File: src/rtl/wb_pkg.sv
// rtl/wb_pkg.sv - shared Wishbone widths, arbiter state type and index-width helper
package wb_pkg;

    localparam int WB_ADDR_W = 32;
    localparam int WB_DATA_W = 32;
    localparam int WB_SEL_W  = 4;

    typedef enum logic {
        ARB_IDLE,
        ARB_OWNED
    } arb_state_e;

    // An index into N masters still needs one bit when N == 1.
    function automatic int idx_w(input int n);
        return (n > 1) ? $clog2(n) : 1;
    endfunction

endpackage

File: src/rtl/wb_arbiter_if.sv
// rtl/wb_arbiter_if.sv - N-master request side plus shared slave-side Wishbone bus
interface wb_arbiter_if
    import wb_pkg::*;
#(
    parameter int N = 2
);

    logic [N-1:0]                wb_we_in;
    logic [N-1:0]                wb_stb_in;
    logic [N-1:0]                wb_cyc_in;
    logic [N-1:0][WB_SEL_W-1:0]  wb_sel_in;
    logic [N-1:0][WB_DATA_W-1:0] wb_wdata_in;
    logic [N-1:0][WB_ADDR_W-1:0] wb_addr_in;
    logic [N-1:0]                wb_err_in;
    logic [N-1:0]                wb_ack_in;
    logic [N-1:0][WB_DATA_W-1:0] wb_rdata_in;

    logic                        wb_we_out;
    logic                        wb_stb_out;
    logic                        wb_cyc_out;
    logic [WB_SEL_W-1:0]         wb_sel_out;
    logic [WB_DATA_W-1:0]        wb_wdata_out;
    logic [WB_ADDR_W-1:0]        wb_addr_out;
    logic                        wb_err_out;
    logic                        wb_ack_out;
    logic [WB_DATA_W-1:0]        wb_rdata_out;

    // The arbiter: slave to the N initiators, driver of the shared bus.
    modport slave (
        input  wb_we_in, wb_stb_in, wb_cyc_in, wb_sel_in, wb_wdata_in, wb_addr_in,
        output wb_err_in, wb_ack_in, wb_rdata_in,
        output wb_we_out, wb_stb_out, wb_cyc_out, wb_sel_out, wb_wdata_out, wb_addr_out,
        input  wb_err_out, wb_ack_out, wb_rdata_out
    );

    modport master (
        output wb_we_in, wb_stb_in, wb_cyc_in, wb_sel_in, wb_wdata_in, wb_addr_in,
        input  wb_err_in, wb_ack_in, wb_rdata_in,
        input  wb_we_out, wb_stb_out, wb_cyc_out, wb_sel_out, wb_wdata_out, wb_addr_out,
        output wb_err_out, wb_ack_out, wb_rdata_out
    );

endinterface

File: src/rtl/wb_arbiter_rr_picker.sv
// rtl/wb_arbiter_rr_picker.sv - combinational round-robin pick of the first request after last
module rr_picker
    import wb_pkg::*;
#(
    parameter  int N  = 2,
    localparam int IW = (N > 1) ? $clog2(N) : 1
) (
    input  logic [N-1:0]  req,
    input  logic [IW-1:0] last,
    output logic          valid,
    output logic [IW-1:0] idx
);

    always_comb begin
        logic [IW-1:0] w_cand;
        valid  = 1'b0;
        idx    = '0;
        w_cand = '0;
        // Scan from the farthest candidate inward so the nearest requester after last wins.
        for (int k = N; k >= 1; k--) begin
            w_cand = IW'((int'(last) + k) % N);
            if (req[w_cand]) begin
                valid = 1'b1;
                idx   = w_cand;
            end
        end
    end

endmodule

File: src/rtl/wb_arbiter.sv
// rtl/wb_arbiter.sv - N:1 round-robin Wishbone arbiter, grant held per CYC, stall watchdog
module wb_arbiter
    import wb_pkg::*;
#(
    parameter  int N       = 2,
    parameter  int TIMEOUT = 255,
    localparam int GW      = (N > 1) ? $clog2(N) : 1
) (
    input  logic          clk,
    input  logic          reset_n,
    wb_arbiter_if.slave   bus,
    output logic [GW-1:0] grant_idx,
    output logic          busy
);

    localparam int            WW       = (TIMEOUT > 0) ? $clog2(TIMEOUT + 1) : 1;
    localparam logic [GW-1:0] LAST_RST = GW'(N - 1);
    localparam bit            WDOG_ON  = (TIMEOUT > 0);

    arb_state_e    r_state;
    logic [GW-1:0] r_grant;
    logic [GW-1:0] r_last;
    logic [WW-1:0] r_wdog;

    logic          w_pick_valid;
    logic [GW-1:0] w_pick_idx;
    logic          w_owned;
    logic          w_active;
    logic          w_gstb;
    logic          w_wdog_err;
    logic          w_wdog_run;

    rr_picker #(.N(N)) u_picker (
        .req   (bus.wb_cyc_in),
        .last  (r_last),
        .valid (w_pick_valid),
        .idx   (w_pick_idx)
    );

    assign w_owned    = (r_state == ARB_OWNED);
    assign w_active   = w_owned && bus.wb_cyc_in[r_grant];
    assign w_gstb     = w_active && bus.wb_stb_in[r_grant];
    assign w_wdog_err = WDOG_ON && w_gstb && (r_wdog == WW'(TIMEOUT));
    assign w_wdog_run = WDOG_ON && w_gstb && !bus.wb_ack_out && !bus.wb_err_out && !w_wdog_err;

    assign grant_idx = r_grant;
    assign busy      = w_owned;

    // Bus muxing is gated by the owner's live CYC so a dropped cycle vanishes the same clock.
    always_comb begin
        bus.wb_we_out    = 1'b0;
        bus.wb_stb_out   = 1'b0;
        bus.wb_cyc_out   = 1'b0;
        bus.wb_sel_out   = '0;
        bus.wb_wdata_out = '0;
        bus.wb_addr_out  = '0;
        bus.wb_ack_in    = '0;
        bus.wb_err_in    = '0;
        bus.wb_rdata_in  = '0;
        if (w_active) begin
            bus.wb_we_out             = bus.wb_we_in[r_grant];
            bus.wb_stb_out            = w_gstb && !w_wdog_err;
            bus.wb_cyc_out            = 1'b1;
            bus.wb_sel_out            = bus.wb_sel_in[r_grant];
            bus.wb_wdata_out          = bus.wb_wdata_in[r_grant];
            bus.wb_addr_out           = bus.wb_addr_in[r_grant];
            bus.wb_ack_in[r_grant]    = bus.wb_ack_out;
            bus.wb_err_in[r_grant]    = bus.wb_err_out | w_wdog_err;
            bus.wb_rdata_in[r_grant]  = bus.wb_rdata_out;
        end
    end

    always_ff @(posedge clk or negedge reset_n) begin
        if (!reset_n) begin
            r_state <= ARB_IDLE;
            r_grant <= '0;
            r_last  <= LAST_RST;
            r_wdog  <= '0;
        end else begin
            case (r_state)
                ARB_IDLE: begin
                    r_wdog <= '0;
                    if (w_pick_valid) begin
                        r_grant <= w_pick_idx;
                        r_last  <= w_pick_idx;
                        r_state <= ARB_OWNED;
                    end
                end
                ARB_OWNED: begin
                    r_wdog <= w_wdog_run ? r_wdog + 1'b1 : '0;
                    if (!bus.wb_cyc_in[r_grant]) begin
                        r_state <= ARB_IDLE;
                    end
                end
                default: r_state <= ARB_IDLE;
            endcase
        end
    end

endmodule

File: src/flat_wrapper.sv
// flat-port wrapper written by rule: the top's interface ports become plain ports
module wb_arbiter_flat import wb_pkg::*;
#(
    parameter  int N       = 2,
    parameter  int TIMEOUT = 255,
    localparam int GW      = (N > 1) ? $clog2(N) : 1
)
  (clk, reset_n, grant_idx, busy, bus_wb_we_in, bus_wb_stb_in, bus_wb_cyc_in, bus_wb_sel_in, bus_wb_wdata_in, bus_wb_addr_in, bus_wb_err_in, bus_wb_ack_in, bus_wb_rdata_in, bus_wb_we_out, bus_wb_stb_out, bus_wb_cyc_out, bus_wb_sel_out, bus_wb_wdata_out, bus_wb_addr_out, bus_wb_err_out, bus_wb_ack_out, bus_wb_rdata_out);
  wb_arbiter_if #(.N(N)) bus_i ();
  input  logic clk;
  input  logic reset_n;
  output logic [GW-1:0] grant_idx;
  output logic busy;
  input wire logic [$bits(bus_i.wb_we_in)-1:0] bus_wb_we_in;
  input wire logic [$bits(bus_i.wb_stb_in)-1:0] bus_wb_stb_in;
  input wire logic [$bits(bus_i.wb_cyc_in)-1:0] bus_wb_cyc_in;
  input wire logic [$bits(bus_i.wb_sel_in)-1:0] bus_wb_sel_in;
  input wire logic [$bits(bus_i.wb_wdata_in)-1:0] bus_wb_wdata_in;
  input wire logic [$bits(bus_i.wb_addr_in)-1:0] bus_wb_addr_in;
  output wire logic [$bits(bus_i.wb_err_in)-1:0] bus_wb_err_in;
  output wire logic [$bits(bus_i.wb_ack_in)-1:0] bus_wb_ack_in;
  output wire logic [$bits(bus_i.wb_rdata_in)-1:0] bus_wb_rdata_in;
  output wire logic [$bits(bus_i.wb_we_out)-1:0] bus_wb_we_out;
  output wire logic [$bits(bus_i.wb_stb_out)-1:0] bus_wb_stb_out;
  output wire logic [$bits(bus_i.wb_cyc_out)-1:0] bus_wb_cyc_out;
  output wire logic [$bits(bus_i.wb_sel_out)-1:0] bus_wb_sel_out;
  output wire logic [$bits(bus_i.wb_wdata_out)-1:0] bus_wb_wdata_out;
  output wire logic [$bits(bus_i.wb_addr_out)-1:0] bus_wb_addr_out;
  input wire logic [$bits(bus_i.wb_err_out)-1:0] bus_wb_err_out;
  input wire logic [$bits(bus_i.wb_ack_out)-1:0] bus_wb_ack_out;
  input wire logic [$bits(bus_i.wb_rdata_out)-1:0] bus_wb_rdata_out;
  assign bus_i.wb_we_in = bus_wb_we_in;
  assign bus_i.wb_stb_in = bus_wb_stb_in;
  assign bus_i.wb_cyc_in = bus_wb_cyc_in;
  assign bus_i.wb_sel_in = bus_wb_sel_in;
  assign bus_i.wb_wdata_in = bus_wb_wdata_in;
  assign bus_i.wb_addr_in = bus_wb_addr_in;
  assign bus_wb_err_in = bus_i.wb_err_in;
  assign bus_wb_ack_in = bus_i.wb_ack_in;
  assign bus_wb_rdata_in = bus_i.wb_rdata_in;
  assign bus_wb_we_out = bus_i.wb_we_out;
  assign bus_wb_stb_out = bus_i.wb_stb_out;
  assign bus_wb_cyc_out = bus_i.wb_cyc_out;
  assign bus_wb_sel_out = bus_i.wb_sel_out;
  assign bus_wb_wdata_out = bus_i.wb_wdata_out;
  assign bus_wb_addr_out = bus_i.wb_addr_out;
  assign bus_i.wb_err_out = bus_wb_err_out;
  assign bus_i.wb_ack_out = bus_wb_ack_out;
  assign bus_i.wb_rdata_out = bus_wb_rdata_out;
  wb_arbiter #(.N(N), .TIMEOUT(TIMEOUT)) u_core (.clk(clk), .reset_n(reset_n), .bus(bus_i), .grant_idx(grant_idx), .busy(busy));
endmodule
File: config.mk
export PLATFORM = sky130hd
export DESIGN_NAME = wb_arbiter_flat
export DESIGN_NICKNAME = d
export VERILOG_FILES = /design/src/rtl/wb_pkg.sv /design/src/rtl/wb_arbiter_if.sv /design/src/rtl/wb_arbiter_rr_picker.sv /design/src/rtl/wb_arbiter.sv /design/src/flat_wrapper.sv
export SDC_FILE = /design/constraint.sdc
export NUM_CORES = 1
export LEC_CHECK = 0
export CAP_MARGIN = 10
export CORE_AREA = 2 2 124 126
export CTS_BUF_LIST = sky130_fd_sc_hd__clkbuf_4 sky130_fd_sc_hd__clkbuf_8 sky130_fd_sc_hd__clkbuf_16
export CTS_CLUSTER_DIAMETER = 40
export DETAILED_ROUTE_END_ITERATION = 8
export DIE_AREA = 0 0 126 128
export PLACE_DENSITY = 0.64
export SKIP_CTS_REPAIR_TIMING = 1
export SLEW_MARGIN = 25
export SYNTH_ARGS = -nofsm -noshare
export SYNTH_HDL_FRONTEND = slang
export SYNTH_HIERARCHICAL = 1
export SYNTH_SLANG_ARGS = --single-unit
File: constraint.sdc
create_clock -name clk -period 1.4 [get_ports clk]
set_input_delay 0.28 -clock clk [delete_from_list [all_inputs] [get_ports clk]]
set_output_delay 0.28 -clock clk [all_outputs]
set_load 0.05 [all_outputs]
=== Word level (Yosys, flattened, before mapping) ===
Index checks and enable logic that the tools add are counted.

* Register bits: 11
* Input bits: 178
* Word-level logic and storage cells: 67

* Add/sub/neg operators: 3
* Magnitude comparators: 4
* Equal/unequal tests: 1
* Mux-type cells: 38
* Bitwise operators: 5
* Reduce and logical (&&, ||, !) cells: 12

{| class="wikitable"
|+ Operator list
! cell !! number
|-
| two-way mux 32 bit || 7
|-
| AND 64 bit || 1
|-
| two-way mux 64 bit || 1
|-
| demux 32 bit (select 1 bit) || 1
|-
| two-way mux 1 bit || 20
|-
| case mux 8 bit (2 select lines) || 1
|-
| two-way mux 4 bit || 3
|-
| adder 8 x 1 -> 8 bit, second input constant || 1
|-
| == test 8 bit, second input constant || 1
|-
| logical AND 1 bit || 8
|-
| two-way mux 8 bit || 1
|-
| < comparator 1 x 2 -> 1 bit, second input constant || 3
|-
| AND 2 bit || 2
|-
| two-way mux 2 bit || 2
|-
| zero test 1 bit || 3
|-
| adder 1 bit, second input constant || 2
|-
| case mux 1 bit (2 select lines) || 1
|-
| AND reduction 2 bit || 1
|-
| demux 1 bit (select 1 bit) || 1
|-
| >= comparator 1 bit, second input constant || 1
|-
| NOT 1 bit || 1
|-
| OR 1 bit || 1
|}

=== Depth between registers and ports, before layout ===
* Depth in word-level cells: 9
* Mapped depth: 5
* Depth with buffers taken out: 4

=== By module ===
Netlist, hierarchy kept.

{| class="wikitable"
|+ By module, submodules not included
! module !! times used !! cells each !! area an instance (sq um)
|-
| wb_arbiter || 1 || 224 || 1806.7
|-
| rr_picker || 1 || 2 || 13.8
|}

=== Worst setup path after synthesis ===
Ideal clock, no wire load.

* Path type: register -> output
* Start: register u_core.r_grant (netlist: u_core/grant_idx)
* End: output port bus_wb_err_in[1]
* Arrival time: 2.060 ns
* Required time: 1.120 ns
* Path slack: -0.940 ns
* Cell stages (with the launch flop): 6
* Buffers on the path: 3
* Cell sequence: dfrtp_1 > and3_1 > clkbuf_2 > buf_6 > buf_6 > a21boi_1

* Word-level cells in the longest chain between the ends: 8
* Elaborated cells between the ends (all ways): 15
* Classes of those cells: order compare (2); mux (7); bitwise (2); reduce/logical (4)

{| class="wikitable"
|+ Ends and longest elaborated chain
! what !! line !! text
|-
| from (decl) || wb_arbiter.sv:21 || <nowiki>logic [GW-1:0] r_grant;</nowiki>
|-
| from (signal assigned) || wb_arbiter.sv:84 || <nowiki>r_grant <= w_pick_idx;</nowiki>
|-
| two-way mux 1 bit (not written as such) (2 in series) || wb_arbiter.sv:41 || <nowiki>assign w_active = w_owned && bus.wb_cyc_in[r_grant];</nowiki>
|-
| logical AND 1 bit || wb_arbiter.sv:41 ||
|-
| logical AND 1 bit || wb_arbiter.sv:42 || <nowiki>assign w_gstb = w_active && bus.wb_stb_in[r_grant];</nowiki>
|-
| logical AND 1 bit || wb_arbiter.sv:43 || <nowiki>assign w_wdog_err = WDOG_ON && w_gstb && (r_wdog == WW'(TIMEOUT));</nowiki>
|-
| OR 1 bit || wb_arbiter.sv:68 || <nowiki>bus.wb_err_in[r_grant] = bus.wb_err_out | w_wdog_err;</nowiki>
|-
| AND 2 bit (no line) || n/a ||
|-
| two-way mux 2 bit (*) || wb_arbiter.sv:60 || <nowiki>if (w_active) begin</nowiki>
|-
| to (decl) || flat_wrapper.sv:20 || <nowiki>output wire logic [$bits(bus_i.wb_err_in)-1:0] bus_wb_err_in;</nowiki>
|}

Every way passes the cells marked *; elsewhere a longest branch is shown, timed or not. The select of a mux whose other input is x is not followed.

=== Worst setup path after layout ===
* Start: register u_core.r_grant (netlist: u_core/grant_idx)
* End: output port bus_wb_addr_out[8]

* Word-level cells in the longest chain between the ends: 4
* Elaborated cells between the ends (all ways): 6
* Classes of those cells: mux (5); reduce/logical (1)

{| class="wikitable"
|+ Ends and longest elaborated chain
! what !! line !! text
|-
| two-way mux 1 bit (not written as such) (2 in series) || wb_arbiter.sv:41 ||
|-
| logical AND 1 bit || wb_arbiter.sv:41 ||
|-
| two-way mux 32 bit (*) || wb_arbiter.sv:60 ||
|-
| to (decl) || flat_wrapper.sv:28 || <nowiki>output wire logic [$bits(bus_i.wb_addr_out)-1:0] bus_wb_addr_out;</nowiki>
|}

Marks and branches as above.

==> results <==
-- cells in the final DEF (no fill, tap or decap), drive strengths merged, types with 4 or more instances in the layout --
cell type / count
clkdlybuf4s50: 174
nor2: 7
a22o: 69
buf: 180
dfrtp: 10
and2: 34
nand3: 4
clkbuf: 9
and3: 35
nand2: 5
-- final timing paths --
check | start | end | cells past startpoint
worst max register to register | u_core/r_wdog[1] | u_core/r_wdog[6] | 6
worst min-delay path | reset_n | u_core/r_wdog[2] | 1
worst max-delay path | u_core/grant_idx | bus_wb_addr_out[8] | 5
min in group clk | bus_wb_cyc_in[0] | u_core/r_last | 4
worst min register to register | u_core/r_last | u_core/r_last | 2
max in group asynchronous | reset_n | u_core/busy | 1
-- synth_stat cells --
cell / count / area share (%)
o211ai_1: 1 / 0.41
a21oi_1: 3 / 0.82
dfrtp_1: 10 / 14
nand2_1: 5 / 1.0
ha_1: 1 / 0.69
dfstp_2: 1 / 1.4
and2_1: 34 / 12
buf_6: 10 / 6.2
xnor2_1: 2 / 0.96
or2_1: 1 / 0.34
nand3_1: 4 / 1.1
and4_1: 2 / 0.96
nand2b_1: 1 / 0.34
clkbuf_2: 1 / 0.27
buf_4: 3 / 1.2
and3_1: 35 / 12
or3_1: 2 / 0.69
xor2_1: 1 / 0.48
nand4_1: 2 / 0.69
o21ba_2: 1 / 0.55
o211ai_2: 1 / 0.69
a21boi_1: 2 / 0.82
a211oi_2: 1 / 0.69
nor2_1: 7 / 1.4
and4b_1: 1 / 0.55
o21ai_0: 3 / 0.82
clkbuf_1: 6 / 1.2
a22o_1: 69 / 33
buf_2: 7 / 1.9
nor3b_1: 1 / 0.41
nor2b_2: 1 / 0.48
a21boi_2: 1 / 0.62
nor3_1: 3 / 0.82
inv_1: 3 / 0.62
-- power breakdown --
| part | internal (W) | switching [W] |
|---|---|---|
| Clock | 0.000377 | 0.000136 |
| Combinational | 0.00538 | 0.00527 |
| Sequential | 0.000378 | 0.0000606 |
| Total | 0.00614 | 0.00546 |
-- layout make-up --
| type | count | area (sq um) | share of cell area [%] |
|---|---|---|---|
| clock inverter | 1 | 5.00 | 0.0629 |
| multi-input combinational | 185 | 2160 | 27.1 |
| clock buffer | 3 | 75.1 | 0.944 |
| sequential | 11 | 279 | 3.51 |
| tap | 188 | 235 | 2.96 |
| inverter | 3 | 11.3 | 0.142 |
| timing repair buffer | 363 | 5190 | 65.3 |
-- sequential cells by signal, indices dropped and copies added (netlist names) --
register / count
u_core/r_last: 1
u_core/r_wdog: 8
u_core/busy: 1
u_core/grant_idx: 1
-- through the flow --
step           instances  cell area, sq um  power [W]  hold slack (ns)  TNS [ns]
4_1_cts              739              7370     0.0109            0.394    -77.86
2_1_floorplan        226              2380    0.00558          -0.0156    -35.55
3_3_place_gp         735              7290     0.0103            0.450    -77.42
3_5_place_dp         735              7290     0.0104            0.464    -79.43
6_report             754              7950     0.0116            0.372    -60.48
5_1_grt              754              7950     0.0120            0.400    -65.62
-- per-layer routing --
layer  share of wire (%)  GRT usage, %
met5                   0             0
met4                0.31          1.03
met2                  55          27.4
met3                 7.2          3.51
met1                  38          17.1
-- logic make-up (layout without fill, tap and decap cells) --
group                    Yosys count  count (layout)  share of synthesized area [%]
AND/OR/NAND/NOR                   99              99                           32.6
adder cells (fa/ha/maj)            1               1                          0.687
buffers and inverters             30             370                           11.5
XOR/XNOR                           3               3                           1.44
flip-flops                        11              11                           15.2
AO/OA/AOI/OAI                     82              82                           38.6
==> results.json <==
{
  "status": "finished, violations left",
  "violations": "setup timing",
  "ys_ff_latch": 11,
  "ys_seq_area_share_pct": 15.2,
  "skew_ns": 0.00397,
  "cpPeakStageDelay_ns": 0.44,
  "hold_class": "primary input to asynchronous set/reset pin",
  "antenna-diode-count": 0,
  "gr-total-overflow": 0,
  "clock-sinks": 11,
  "dieArea_sq_um": 16100,
  "num_vias": 3278,
  "arrival_ns": 1.65,
  "grt_max_degree": 43,
  "setup_viol": 140,
  "synthesis.area_sq_um": 1820,
  "wl_mm": 14.5,
  "nets": 746,
  "min_period_ns": 1.93,
  "fmax_ghz": 0.519,
  "fin_util_pct": 53.5,
  "dr.pass1.iters": 4,
  "clockRootBuffer": "clkbuf_16",
  "rsz0062_at_grt": "true",
  "p_per_area_nw_per_um2": 1460,
  "vias_per_cell": 4.35,
  "fill_cells": 1228,
  "relSlewSlack_pct": 67.9,
  "htreeDepth": 1,
  "portBuffers": 318,
  "grt_pass1_vias": 3280,
  "drive_gt1_share_pct": 62.0,
  "cts_inserted_buffers": 3,
  "crit_path_frequent_cell": "buf_12",
  "critPathBufInv": 3,
  "routedWlPerCell_um": 19.2,
  "grt_usage_pct": 14.4,
  "rows": 45,
  "cts_tree": "built",
  "leakagePower_nw": 3.35,
  "dp_worst_setup_slack_ns": -0.611,
  "die_h_um": 128,
  "path_cells": "and3_4, buf_12, buf_12, a22o_2, buf_12",
  "hpwl_mm": 11.4,
  "drc": 0,
  "start_util_pct": 12.2,
  "final_max_slew_viol_count": 0,
  "antenna_found_initial": 0,
  "routabilityCongestion": 0.764,
  "cts.clk_slew.worst_paths_ns": 0.04,
  "yosysWarnings": 6,
  "fin_crit_sh_pct": 138,
  "cp-end-kind": "primary output",
  "grt_pass1_wl_mm": 18.5,
  "max-vdd-ir-drop_mv": 0.949,
  "netlist_instances": 226,
  "max_cap_violations": 0,
  "worst_pin_slew_ns": 0.480,
  "hold_viol": 0,
  "drt_iter0_drc": 92,
  "crit_family": "buffers and inverters",
  "syn-num-nets": 405,
  "synthDistinctLibCells": 34,
  "fin_ws_ns": -0.526,
  "cts.path.max_buffers": 2,
  "syn2layout_area_growth_pct": 337,
  "path_class": "flop to primary output",
  "ant_nets": 0,
  "core_sq_um": 14900,
  "ff2ff_setup_slack_ns": -0.02,
  "crit_path_top_delay_cell": "dfrtp_2",
  "pin_count": 319,
  "cp.required_ns": 1.12,
  "avgSynthCellArea_sq_um": 8.06,
  "crit_fanout": 18,
  "clk_latency_ns": 0.24,
  "critPathLaunchType": "flop",
  "die_x_um": 126
}
Power figures use the tool's default switching activity.
